<file path="config.mk">
export PLATFORM = sky130hd
export DESIGN_NAME = uart_dds_cmd_ctrl
export DESIGN_NICKNAME = d
export VERILOG_FILES = /design/src/rtl/uart_dds_cmd_ctrl.sv
export SDC_FILE = /design/constraint.sdc
export NUM_CORES = 1
export LEC_CHECK = 0
export ABC_AREA = 1
export CAP_MARGIN = 40
export CORE_UTILIZATION = 40
export DETAILED_ROUTE_END_ITERATION = 10
export GPL_TIMING_DRIVEN = 0
export PLACE_DENSITY = 0.67
export SYNTH_ARGS = -nofsm -noshare
export SYNTH_HDL_FRONTEND = slang
export SYNTH_SLANG_ARGS = --single-unit
</file>
<file path="constraint.sdc">
create_clock -name sys_clk_50M -period 1.7 [get_ports sys_clk_50M]
set_input_delay 0.34 -clock sys_clk_50M [delete_from_list [all_inputs] [get_ports sys_clk_50M]]
set_output_delay 0.34 -clock sys_clk_50M [all_outputs]
set_load 0.02 [all_outputs]
</file>
<file path="src/rtl/uart_dds_cmd_ctrl.sv">
`default_nettype none
// +---------------------------------------------------------------------------+
// | uart_dds_cmd_ctrl : framed UART command parser for a bank of DDS channels |
// | Rev 1.0                                                                   |
// +---------------------------------------------------------------------------+
module uart_dds_cmd_ctrl #(
   parameter int         CH_NUM      = 4,
   parameter int         FREQ_W      = 26,
   parameter int         PHASE_W     = 9,
   parameter int         AMP_W       = 14,
   parameter logic [7:0] HEADER      = 8'h41,
   parameter int         TIMEOUT_CYC = 52083,
   parameter int         FREQ_RST    = 1000,
   parameter int         PHASE_RST   = 90,
   parameter int         AMP_RST     = 8192
) (
   input  logic                      sys_clk_50M,
   input  logic                      rst,
   input  logic [7:0]                rx_data,
   input  logic                      rx_valid,
   output logic [7:0]                tx_data,
   output logic                      tx_valid,
   input  logic                      tx_ready,
   output logic [2*CH_NUM-1:0]       wav_select,
   output logic [FREQ_W*CH_NUM-1:0]  freq_ctrl,
   output logic [PHASE_W*CH_NUM-1:0] phase_ctrl,
   output logic [AMP_W*CH_NUM-1:0]   amp_ctrl,
   output logic [CH_NUM-1:0]         load_done,
   output logic                      busy,
   output logic [7:0]                err_cnt
);
   localparam int                 c_TMO_W    = (TIMEOUT_CYC > 1) ? $clog2(TIMEOUT_CYC) : 1;
   localparam logic [c_TMO_W-1:0] c_TMO_LAST = c_TMO_W'(TIMEOUT_CYC - 1);
   localparam logic [8:0]         c_CH_LIM   = 9'(CH_NUM);
   localparam logic [7:0]         c_ACK      = 8'h06;
   localparam logic [7:0]         c_NAK      = 8'h15;
   localparam logic [7:0]         c_BCAST    = 8'hFF;

   typedef enum logic [2:0] {
      S_IDLE    = 3'd0,
      S_CHAN    = 3'd1,
      S_PAYLOAD = 3'd2,
      S_CSUM    = 3'd3,
      S_LOAD    = 3'd4,
      S_RESP    = 3'd5
   } state_t;

   state_t               state_q, state_d;
   logic [3:0]           idx_q, idx_d;
   logic [7:0]           acc_q, acc_d;
   logic [7:0]           chan_q, chan_d;
   logic [7:0]           buf_q [9];
   logic [7:0]           buf_d [9];
   logic                 good_q, good_d;
   logic [c_TMO_W-1:0]   tmo_q, tmo_d;
   logic [7:0]           err_q, err_d;
   logic                 txv_q, txv_d;
   logic [7:0]           txd_q, txd_d;
   logic [CH_NUM-1:0]    ld_q, ld_d;
   logic [1:0]           wav_q   [CH_NUM];
   logic [1:0]           wav_d   [CH_NUM];
   logic [FREQ_W-1:0]    freq_q  [CH_NUM];
   logic [FREQ_W-1:0]    freq_d  [CH_NUM];
   logic [PHASE_W-1:0]   phase_q [CH_NUM];
   logic [PHASE_W-1:0]   phase_d [CH_NUM];
   logic [AMP_W-1:0]     amp_q   [CH_NUM];
   logic [AMP_W-1:0]     amp_d   [CH_NUM];

   logic [31:0]          w_freq_full;
   logic [15:0]          w_phase_full;
   logic [15:0]          w_amp_full;
   logic [7:0]           w_err_inc;
   logic                 w_unused;

   assign w_freq_full  = {buf_q[4], buf_q[3], buf_q[2], buf_q[1]};
   assign w_phase_full = {buf_q[6], buf_q[5]};
   assign w_amp_full   = {buf_q[8], buf_q[7]};
   assign w_err_inc    = (err_q == 8'hFF) ? err_q : err_q + 8'd1;
   // Payload bits above the field widths are received but intentionally dropped.
   assign w_unused     = ^{buf_q[0][7:2], w_freq_full, w_phase_full, w_amp_full};

   always_comb begin
      state_d = state_q;
      idx_d   = idx_q;
      acc_d   = acc_q;
      chan_d  = chan_q;
      buf_d   = buf_q;
      good_d  = good_q;
      tmo_d   = tmo_q;
      err_d   = err_q;
      txv_d   = txv_q;
      txd_d   = txd_q;
      ld_d    = '0;
      wav_d   = wav_q;
      freq_d  = freq_q;
      phase_d = phase_q;
      amp_d   = amp_q;

      case (state_q)
         S_IDLE: begin
            if (rx_valid && (rx_data == HEADER)) begin
               state_d = S_CHAN;
               tmo_d   = '0;
            end
         end
         S_CHAN: begin
            if (rx_valid) begin
               chan_d  = rx_data;
               acc_d   = rx_data;
               idx_d   = '0;
               state_d = S_PAYLOAD;
            end
         end
         S_PAYLOAD: begin
            if (rx_valid) begin
               buf_d[idx_q] = rx_data;
               acc_d        = acc_q ^ rx_data;
               idx_d        = idx_q + 4'd1;
               if (idx_q == 4'd8) state_d = S_CSUM;
            end
         end
         S_CSUM: begin
            if (rx_valid) begin
               good_d  = (rx_data == acc_q) &&
                         (({1'b0, chan_q} < c_CH_LIM) || (chan_q == c_BCAST));
               state_d = S_LOAD;
            end
         end
         S_LOAD: begin
            for (int k = 0; k < CH_NUM; k++) begin
               if (good_q && ((chan_q == c_BCAST) || ({1'b0, chan_q} == 9'(k)))) begin
                  wav_d[k]   = buf_q[0][1:0];
                  freq_d[k]  = w_freq_full[FREQ_W-1:0];
                  phase_d[k] = w_phase_full[PHASE_W-1:0];
                  amp_d[k]   = w_amp_full[AMP_W-1:0];
                  ld_d[k]    = 1'b1;
               end
            end
            if (!good_q) err_d = w_err_inc;
            txv_d   = 1'b1;
            txd_d   = good_q ? c_ACK : c_NAK;
            state_d = S_RESP;
         end
         S_RESP: begin
            if (tx_ready) begin
               txv_d   = 1'b0;
               state_d = S_IDLE;
            end
         end
         default: state_d = S_IDLE;
      endcase

      // Inter-byte watchdog; an arriving byte always beats the terminal count.
      if ((state_q == S_CHAN) || (state_q == S_PAYLOAD) || (state_q == S_CSUM)) begin
         if (rx_valid) begin
            tmo_d = '0;
         end else if (tmo_q == c_TMO_LAST) begin
            state_d = S_IDLE;
            tmo_d   = '0;
            idx_d   = '0;
            acc_d   = '0;
            err_d   = w_err_inc;
         end else begin
            tmo_d = tmo_q + c_TMO_W'(1);
         end
      end
   end

   always_ff @(posedge sys_clk_50M) begin
      if (rst) begin
         state_q <= S_IDLE;
         idx_q   <= '0;
         acc_q   <= '0;
         chan_q  <= '0;
         good_q  <= 1'b0;
         tmo_q   <= '0;
         err_q   <= '0;
         txv_q   <= 1'b0;
         txd_q   <= '0;
         ld_q    <= '0;
         for (int i = 0; i < 9; i++) buf_q[i] <= '0;
         for (int k = 0; k < CH_NUM; k++) begin
            wav_q[k]   <= '0;
            freq_q[k]  <= FREQ_W'(FREQ_RST);
            phase_q[k] <= PHASE_W'(PHASE_RST);
            amp_q[k]   <= AMP_W'(AMP_RST);
         end
      end else begin
         state_q <= state_d;
         idx_q   <= idx_d;
         acc_q   <= acc_d;
         chan_q  <= chan_d;
         good_q  <= good_d;
         tmo_q   <= tmo_d;
         err_q   <= err_d;
         txv_q   <= txv_d;
         txd_q   <= txd_d;
         ld_q    <= ld_d;
         buf_q   <= buf_d;
         wav_q   <= wav_d;
         freq_q  <= freq_d;
         phase_q <= phase_d;
         amp_q   <= amp_d;
      end
   end

   for (genvar k = 0; k < CH_NUM; k++) begin : g_ch
      assign wav_select[2*k +: 2]         = wav_q[k];
      assign freq_ctrl[FREQ_W*k +: FREQ_W] = freq_q[k];
      assign phase_ctrl[PHASE_W*k +: PHASE_W] = phase_q[k];
      assign amp_ctrl[AMP_W*k +: AMP_W]   = amp_q[k];
   end

   assign tx_data   = txd_q;
   assign tx_valid  = txv_q;
   assign load_done = ld_q;
   assign busy      = (state_q != S_IDLE);
   assign err_cnt   = err_q;

endmodule
`default_nettype wire

</file>
======== After elaboration in Yosys (flattened, before gate mapping) ========
Cells that the tools add are included.
Widths: inputs -> output; s select.
operators by class
  magnitude comparators ................... 3
  reduce and logical (&&, ||, !) cells .... 30
  add/subtract/negate cells ............... 3
  bitwise operators ....................... 3
  eq/ne operators ......................... 15
  multiplexer cells ....................... 43
operators with widths
  kind                   count
  $mux 8                 12
  $mux 16                5
  $bwmux 72              1
  $demux 8 s4            1
  $mux 3                 9
  $mux 4                 5
  $pmux 3 s6             1
  $reduce_and 2->1       9
  $add 16x1->16 const B  1
  $eq 16x16->1 const B   1
  $eq 8x2->1 const B     2
  $eq 8x8->1 const B     2
  $pmux 8 s2             1
  $add 8x1->8 const B    1
  $eq 8x1->1 const B     1
  $eq 8x7->1 const B     1
  $eq 8x8->1             1
  $logic_not 8->1        1
  $lt 8x3->1 const B     1
  $pmux 4 s2             1
  $xor 8x8->8            1
  $logic_and 1x1->1      7
  $logic_or 1x1->1       7
  $eq 3x2->1 const B     2
  16 further kinds       23
word-level totals
  register bits after elaboration ......... 337
  output and inout port bits .............. 226
  logic and storage cells ................. 132
  bits of input ports ..................... 12

======== Logic depth before layout (Yosys ltp) ========
Gate-level depths: netlist of run 1.
  depth after elaboration ................. 7
  gate-level depth with buffers ........... 13
  depth with buffers taken out ............ 13

======== Worst setup path before layout of run 1 ========
No wires, ideal clock.
  path kind ............................... register -> register
  start ................................... register err_q[0], in the netlist err_cnt[0]
  end ..................................... register err_q[1], in the netlist err_cnt[1]
  data arrival time ....................... 1.541 ns
  data required time ...................... 1.584 ns
  buffers on the path ..................... 0
  setup slack ............................. 0.043 ns
  library setup time ...................... 0.116 ns
  cell stages (with the launch flop) ...... 11
  period minus slack after synthesis ...... 1.657 ns
  cell sequence ........................... dfxtp_1 ha_1 nand3_1 nor2_1 nand2_1 inv_1 nand3_1 nand2_1 inv_1 o21ai_0 nor2_1
on the way
  cells in the longest elaborated chain, start to end .. 7
  elaborated cells on any way between the ends .. 8
  classes of those cells .................. 1 x add/sub; 1 x eq/ne; 6 x mux
ends and longest elaborated chain
  item                                       RTL line  source
  start: declaration                         56        logic [7:0] err_q, err_d;
  start signal: assignment                   195       err_q <= err_d;
  $add 8x1->8 or $eq 8x8->1 (tied branches)  78        assign w_err_inc = (err_q == 8'hFF) ? err_q : err_q + 8'd1;
  $mux 8 (*)                                 78
  $mux 8                                     139       if (!good_q) err_d = w_err_inc;
  $mux 8                                     99        case (state_q)
  $mux 8                                     157       end else if (tmo_q == c_TMO_LAST) begin
  $mux 8                                     155       if (rx_valid) begin
  $mux 8 (*)                                 154       if ((state_q == S_CHAN) || (state_q == S_PAYLOAD) || (state_q == S_CSUM)) begin
Mark *: on every way between the ends. The rest lies on a longest branch, timed or not.
A chain may end at the register's enable or synchronous reset.

======== Worst setup path after layout of run 1 ========
  start ................................... register state_q[1]
  end ..................................... register freq_q (netlist bit freq_ctrl[84])
on the way
  cells in the longest elaborated chain, start to end .. 2
ends and longest elaborated chain
  item                            RTL line  source
  start: declaration              48        state_t state_q, state_d;
  start signal: assignment        189       state_q <= state_d;
  $eq 3x3->1                      99
  $reduce_and 2->1 (no line)      n/a
  end signal: indexed assignment  184       freq_q[k] <= FREQ_W'(FREQ_RST);
  end signal: assignment          201       freq_q <= freq_d;
  end: declaration                62        logic [FREQ_W-1:0] freq_q [CH_NUM];
No other way between the ends.

==> results of run 1 <==
[worst register-to-register path: stages, from the launching register on]
cell and delay (ns):
dfxtp_4 0.36, nor2_4 0.12, inv_2 0.06, nor2_4 0.10
inv_2 0.06, nor2_4 0.10, buf_12 0.14, buf_6 0.11
nand4_4 0.21, clkbuf_16 0.24, a21oi_1 0.12, o21ai_1 0.07
[timing repair]
item / 4_1_cts / 5_1_grt
buffers inserted: 28 / 11
pin swaps: 13 / 32
setup endpoints to repair: 521 / 282
gates resized for setup: 407 / 254
cloned: 5 / 4
[final timing paths]
path | to | slack (ns) | cells past startpoint
setup / recovery | freq_ctrl[84]$_SDFFE_PP1P_ | -0.10 | 11
hold / removal | buf_q[5]$_SDFFE_PP0P_ | 0.25 | 3
setup reg to reg | freq_ctrl[84]$_SDFFE_PP1P_ | -0.10 | 11
hold reg to reg | freq_ctrl[11]$_SDFFE_PP0P_ | 0.44 | 2
[cell families (layout without fill, tap and decap cells)]
family,Yosys count,after routing
buffers and inverters,300,639
adders and majority gates,8,8
AOI/OAI and AO/OA,524,524
and+or+nand+nor,354,355
other,1,5
DFF,311,311
xor gates and xnor gates,9,9
[flip-flops by register name (all words and copies together) (netlist names), 8 cells and up]
signal	count
freq_ctrl	104
chan_q	8
wav_select	8
amp_ctrl	56
tmo_q	16
phase_ctrl	36
buf_q	51
err_cnt	8
acc_q	8
[power by group through the flow]
stage | Clock [W] | Sequential [W] | Combinational, W
after floorplan | 0 | 0.00745 | 0.000207
after global placement | 0 | 0.00745 | 0.000353
after detailed placement | 0 | 0.00745 | 0.000357
after CTS | 0.00776 | 0.00728 | 0.000379
after global routing | 0.00810 | 0.00727 | 0.000456
final | 0.00769 | 0.00728 | 0.000430
[layer usage]
layer | global-route usage | vias up | wire length, um
met5 | 0 | - | 0
met2 | 0.423 | 489 | 19300
met1 | 0.318 | 5542 | 16800
met4 | 0.0749 | 0 | 1100
li1 | - | 5578 | -
met3 | 0.0454 | 85 | 3110
[per-stage QoR]
stage,worst slack (ns),instances
floorplan,0.0431,1510
global placement,-0.993,2126
detailed placement,-1.00,2126
CTS,-0.0165,2220
global route,-0.138,2234
finish,-0.101,2235
[area by class of cell]
cell class	count	share of cell area
repair buffers	278	0.150
inverters	209	0.0474
plain buffers	90	0.0408
flip-flops and latches	311	0.368
well taps	384	0.0283
clock inverters	13	0.00935
diodes	1	0.000147
multi-input cells	900	0.296
clock buffers	49	0.0599
[synthesized netlist by cell type]
| library cell | number | area share |
|---|---|---|
| nor2_2 | 1 | 0.00053 |
| buf_2 | 29 | 0.012 |
| o22ai_1 | 1 | 0.00053 |
| nor2_1 | 92 | 0.029 |
| clkbuf_1 | 52 | 0.017 |
| nand4_1 | 7 | 0.0037 |
| a221oi_1 | 2 | 0.0015 |
| nand2_2 | 1 | 0.00053 |
| xor2_1 | 4 | 0.0030 |
| o21ai_1 | 3 | 0.0013 |
| nand3_1 | 27 | 0.011 |
| a211oi_1 | 9 | 0.0057 |
| nor3b_1 | 1 | 0.00064 |
| nor2_4 | 3 | 0.0029 |
| nand3_2 | 4 | 0.0034 |
| nor3_1 | 11 | 0.0047 |
| a31oi_1 | 2 | 0.0011 |
| dfxtp_1 | 311 | 0.53 |
| o21bai_1 | 4 | 0.0025 |
| or2_2 | 2 | 0.0011 |
| a21oi_2 | 1 | 0.00074 |
| clkinv_1 | 2 | 0.00064 |
| o21ai_0 | 227 | 0.096 |
| o21a_1 | 2 | 0.0013 |
| inv_2 | 6 | 0.0019 |
| nand4_4 | 1 | 0.0018 |
| nor3_2 | 5 | 0.0042 |
| buf_1 | 5 | 0.0016 |
| inv_1 | 201 | 0.064 |
| conb_1 | 1 | 0.00032 |
| o21ai_2 | 1 | 0.00074 |
| a21oi_1 | 263 | 0.11 |
| nand2_1 | 196 | 0.062 |
| o211ai_1 | 9 | 0.0057 |
| xnor2_1 | 5 | 0.0037 |
| ha_1 | 8 | 0.0085 |
| nor4_1 | 3 | 0.0016 |
| buf_4 | 5 | 0.0032 |
==> impl_metrics.yaml, run 1 <==
setup_path:
  cp_common_cell: "nor2_4"
  worstPathCellList: "nor2_4 > inv_2 > nor2_4 > inv_2 > nor2_4 > buf_12 > buf_6 > nand4_4 > clkbuf_16 > a21oi_1 > o21ai_1"
  cp_slowest_cell: "dfxtp_4"
  crit_fanout: 5
  worst_ep_arrival_time_ns: 2.20
  cp_data_required_time_ns: 2.10
  critPathTopFamily: "buffers and inverters"
  timing.rr.start: "state_q[1]$_SDFF_PP0_"
  cp_num_buf_inv: 5
  startpoint: "state_q[1]$_SDFF_PP0_"
  critPathLaunchType: "flip-flop"
  end_kind: "flip-flop"
  slowest_delay_ns: 0.36
  path_class: "reg -> reg"
grt:
  grtUsageTotal: 0.248
  antenna_found_initial: 1
  grt_pass1_wl_um: 59200
  overflow: 0
  grt_max_degree: 15
  grt_pass1_vias: 10600
synthesis:
  synth.area.mux_share: 0
  synth_simple_gate_area_frac: 0.128
  yosys_warnings: 0
  synth_seq_cells: 311
  netlist_instances: 1507
  synth_top_family_by_area: "compound AO/OA/AOI/OAI gates"
  synth_xor_area_frac: 0.00668
  seq_area_frac_synth: 0.528
  syn_avg_cell_area_sq_um: 7.83
  synth_area_sq_um: 11800
  synthAdderAreaFrac: 0.00848
  ys_types: 38
  synth-compound-area-share: 0.229
layout:
  multi_input_area_sq_um: 5040
  final_cell_mix: "dfxtp_1, dlygate4sd2_1, a21oi_1"
  drive_above_1_share: 0.186
  register_area_sq_um: 6260
  stdcell_area_sq_um: 17000
  finish.utilization: 0.589
  final_common_cell: "dfxtp_1"
  nets: 1844
  nFillCells: 2603
  area_growth_pct: 44.0
sta:
  fin_worst_skew_ns: 0.0241
  min_period_ns: 1.80
  maxSlewHeadroom: 0.534
  tns_ns: -1.46
  slew_viol_final: 0
  setup_viol: 37
  hold_violations: 0
  holdWs_ns: 0.253
  clock.fmax_mhz: 555
  post-route-period-util: 1.06
  tightest_slew_ns: 0.698
  worst_slack_ns: -0.101
  rsz0062_at_grt: "yes"
pwr:
  p_seq_frac: 0.473
  power_density_nw_per_um2: 906
  peakVddDrop_mv: 0.572
  leakagePower_nw: 7.10
  pwr-share-clk: 0.499
  total_power_w: 0.0154
  power_switching_w: 0.00335
  power.share.combinational: 0.028
  swShare: 0.218
  power.internal_w: 0.0120
placed_design:
  port_buffers: 232
  routabilityCongestion: 0.867
  placed_area_sq_um: 14600
  hpwl_um: 27800
routing:
  drtPass1Iterations: 5
  postRouteAntennaNets: 0
  vias: 11700
  first_iter_violations: 1025
  via_per_inst: 5.23
  avgRoutedWirePerCell_um: 18.0
  wl_um: 40300
  drc: 0
clock_network:
  cts_hold_buf: 0
  path_clk_slew_ns: 0.06
  cts_tree: "done"
  cts.path.max_buffers: 3
  numCtsBuffers: 34
  cts_sinks: 311
  clk_latency_ns: 0.52
  cts_root_buf: "clkbuf_16"
  h-tree-depth: 2
die:
  die_area_sq_um: 30200
  io_pins: 238
  rows: 62
  core_sq_um: 28900
  start_util: 0.409
  die_y_um: 174
  die_w_um: 174
outcome:
  status: "complete, but fails checks"
  violations: "negative setup slack"
worst_hold_path:
  hp-class: "in -> reg"
  min_from: "rx_data[5]"
job:
  maxCapViolCount: 0
No activity file was read; power rests on OpenSTA's default activity.
==> inputs of run 2 (changes only) <==
--- a/config.mk
+++ b/config.mk
@@ -7,10 +7,10 @@
 export LEC_CHECK = 0
 export ABC_AREA = 1
 export CAP_MARGIN = 40
-export CORE_UTILIZATION = 40
+export CORE_UTILIZATION = 45
 export DETAILED_ROUTE_END_ITERATION = 10
 export GPL_TIMING_DRIVEN = 0
-export PLACE_DENSITY = 0.67
+export PLACE_DENSITY = 0.74
 export SYNTH_ARGS = -nofsm -noshare
 export SYNTH_HDL_FRONTEND = slang
 export SYNTH_SLANG_ARGS = --single-unit
==> impl_metrics.yaml, run 2 (synthesis results as in run 1) <==
grt:
  overflow: 0
  grt_max_degree: 17
  grt_pass1_wl_um: 60300
  grtUsageTotal: 0.288
  antenna_found_initial: 0
  grt_pass1_vias: 11100
clock_network:
  path_clk_slew_ns: 0.07
  h-tree-depth: 1
  cts_root_buf: "clkbuf_16"
  cts_hold_buf: 0
  cts_tree: "done"
  cts_sinks: 311
  numCtsBuffers: 31
  clk_latency_ns: 0.59
  cts.path.max_buffers: 3
routing:
  drtPass1Iterations: 6
  avgRoutedWirePerCell_um: 19.9
  drc: 0
  via_per_inst: 5.63
  wl_um: 43800
  postRouteAntennaNets: 0
  vias: 12400
  first_iter_violations: 1318
setup_path:
  r2r_setup_slack_ns: -0.16
  r2r_end: "amp_ctrl[6]$_SDFFE_PP0P_"
  cp_slowest_cell: "dfxtp_4"
  reg2reg_depth: 12
  worst_ep_arrival_time_ns: 2.33
  timing.rr.start: "state_q[1]$_SDFF_PP0_"
  crit_fanout: 10
  path_class: "reg -> reg"
  critPathTopFamily: "buffers and inverters"
  slowest_delay_ns: 0.36
  worstPathCellList: "nor2_4 > inv_2 > nor2_4 > inv_2 > nor2_4 > buf_12 > buf_12 > nand3_4 > buf_12 > buf_6 > o21ai_1 > a21oi_2"
  startpoint: "state_q[1]$_SDFF_PP0_"
  crit_cells: 12
  cp_data_required_time_ns: 2.17
  cp_num_buf_inv: 6
  critPathLaunchType: "flip-flop"
  end_kind: "flip-flop"
  crit_end: "amp_ctrl[6]$_SDFFE_PP0P_"
sta:
  rsz0062_at_grt: "yes"
  clock.fmax_mhz: 538
  holdWs_ns: 0.195
  min_period_ns: 1.86
  slew_viol_final: 0
  fin_worst_skew_ns: 0.0279
  maxSlewHeadroom: 0.468
  post-route-period-util: 1.09
  worst_slack_ns: -0.160
  hold_violations: 0
  setup_viol: 152
  tightest_slew_ns: 0.798
layout:
  area_growth_pct: 51.1
  register_area_sq_um: 6250
  finish.utilization: 0.700
  antenna_cells: 0
  nets: 1864
  final_common_cell: "dfxtp_1"
  nFillCells: 1812
  largest_reg_flops: 104
  multi_input_area_sq_um: 5440
  final_cell_mix: "dfxtp_1, dlygate4sd2_1, inv_1"
  drive_above_1_share: 0.244
pwr:
  swShare: 0.221
  p_seq_frac: 0.483
  leakagePower_nw: 7.52
  power.internal_w: 0.0117
  power.share.combinational: 0.031
  power_switching_w: 0.00332
  peakVddDrop_mv: 0.666
  total_power_w: 0.0151
  pwr-share-clk: 0.486
  power_density_nw_per_um2: 844
die:
  rows: 58
  die_area_sq_um: 26900
  die_w_um: 164
  io_pins: 238
  core_sq_um: 25500
  die_y_um: 164
  start_util: 0.463
outcome:
  violations: "negative setup slack"
  status: "complete, but fails checks"
job:
  maxCapViolCount: 0
placed_design:
  routabilityCongestion: 0.903
  hpwl_um: 27100
  port_buffers: 232
worst_hold_path:
  hp-class: "in -> reg"
## run 2: final cells by class
class | count | area share
Buffer | 84 | 0.0466
Clock buffer | 45 | 0.0509
Clock inverter | 13 | 0.0106
Inverter | 209 | 0.0455
Multi-Input combinational cell | 899 | 0.305
Sequential cell | 311 | 0.351
Tap cell | 330 | 0.0231
Timing Repair Buffer | 308 | 0.168
## run 2: stage by stage
step | TNS [ns] | instance area (sq um) | cells | setup slack [ns]
after floorplan | 0 | 11800 | 1510 | 0.0431
after global placement | -148.67 | 14500 | 2072 | -1.11
after detailed placement | -154.62 | 14500 | 2072 | -1.13
after CTS | -1.64 | 16400 | 2165 | -0.0961
after global routing | -19.68 | 17800 | 2199 | -0.215
final | -8.23 | 17800 | 2199 | -0.160
## run 2: worst min path at each step
stage                     slack, ns                         end  cells past startpoint                       start
after floorplan                0.45       tmo_q[9]$_SDFFE_PP0P_                      2       tmo_q[9]$_SDFFE_PP0P_
after global placement         0.43  phase_ctrl[2]$_SDFFE_PP0P_                      2  phase_ctrl[2]$_SDFFE_PP0P_
after detailed placement       0.44  freq_ctrl[28]$_SDFFE_PP0P_                      2  freq_ctrl[28]$_SDFFE_PP0P_
after CTS                      0.22       state_q[1]$_SDFF_PP0_                      3                    rx_valid
after global routing           0.21      chan_q[3]$_SDFFE_PP0P_                      3                  rx_data[3]
final                          0.20      buf_q[65]$_SDFFE_PP0P_                      3                  rx_data[1]
## run 2: repair_timing
action / CTS / global route
endpoints found under the setup margin: 523 / 309
cloned: 7 / 8
buffers inserted: 32 / 31
pin swaps: 33 / 61
gates resized for setup: 455 / 415
## run 2: power by group through the flow
stage                     sequential [W]  clock, W  combinational (W)
after floorplan                  0.00745         0           0.000207
after global placement           0.00745         0           0.000346
after detailed placement         0.00745         0           0.000349
after CTS                        0.00728   0.00730           0.000378
after global routing             0.00728   0.00764           0.000487
final                            0.00728   0.00732           0.000462
## run 2: worst register-to-register path, delay by kind of cell (launching register included)
kind	cells	cell delay, ns
AND/OR/NAND/NOR	4	0.45
flip-flops	1	0.36
buffers and inverters	6	0.71
AO/OA/AOI/OAI	2	0.24
## run 2: metal layers
metal  up-vias  track usage  wire length, um
met2       740        0.493            20700
li1       5629            -                -
met3       181       0.0427             3930
met5         -            0                0
met1      5828        0.366            17100
met4         0        0.108             2060
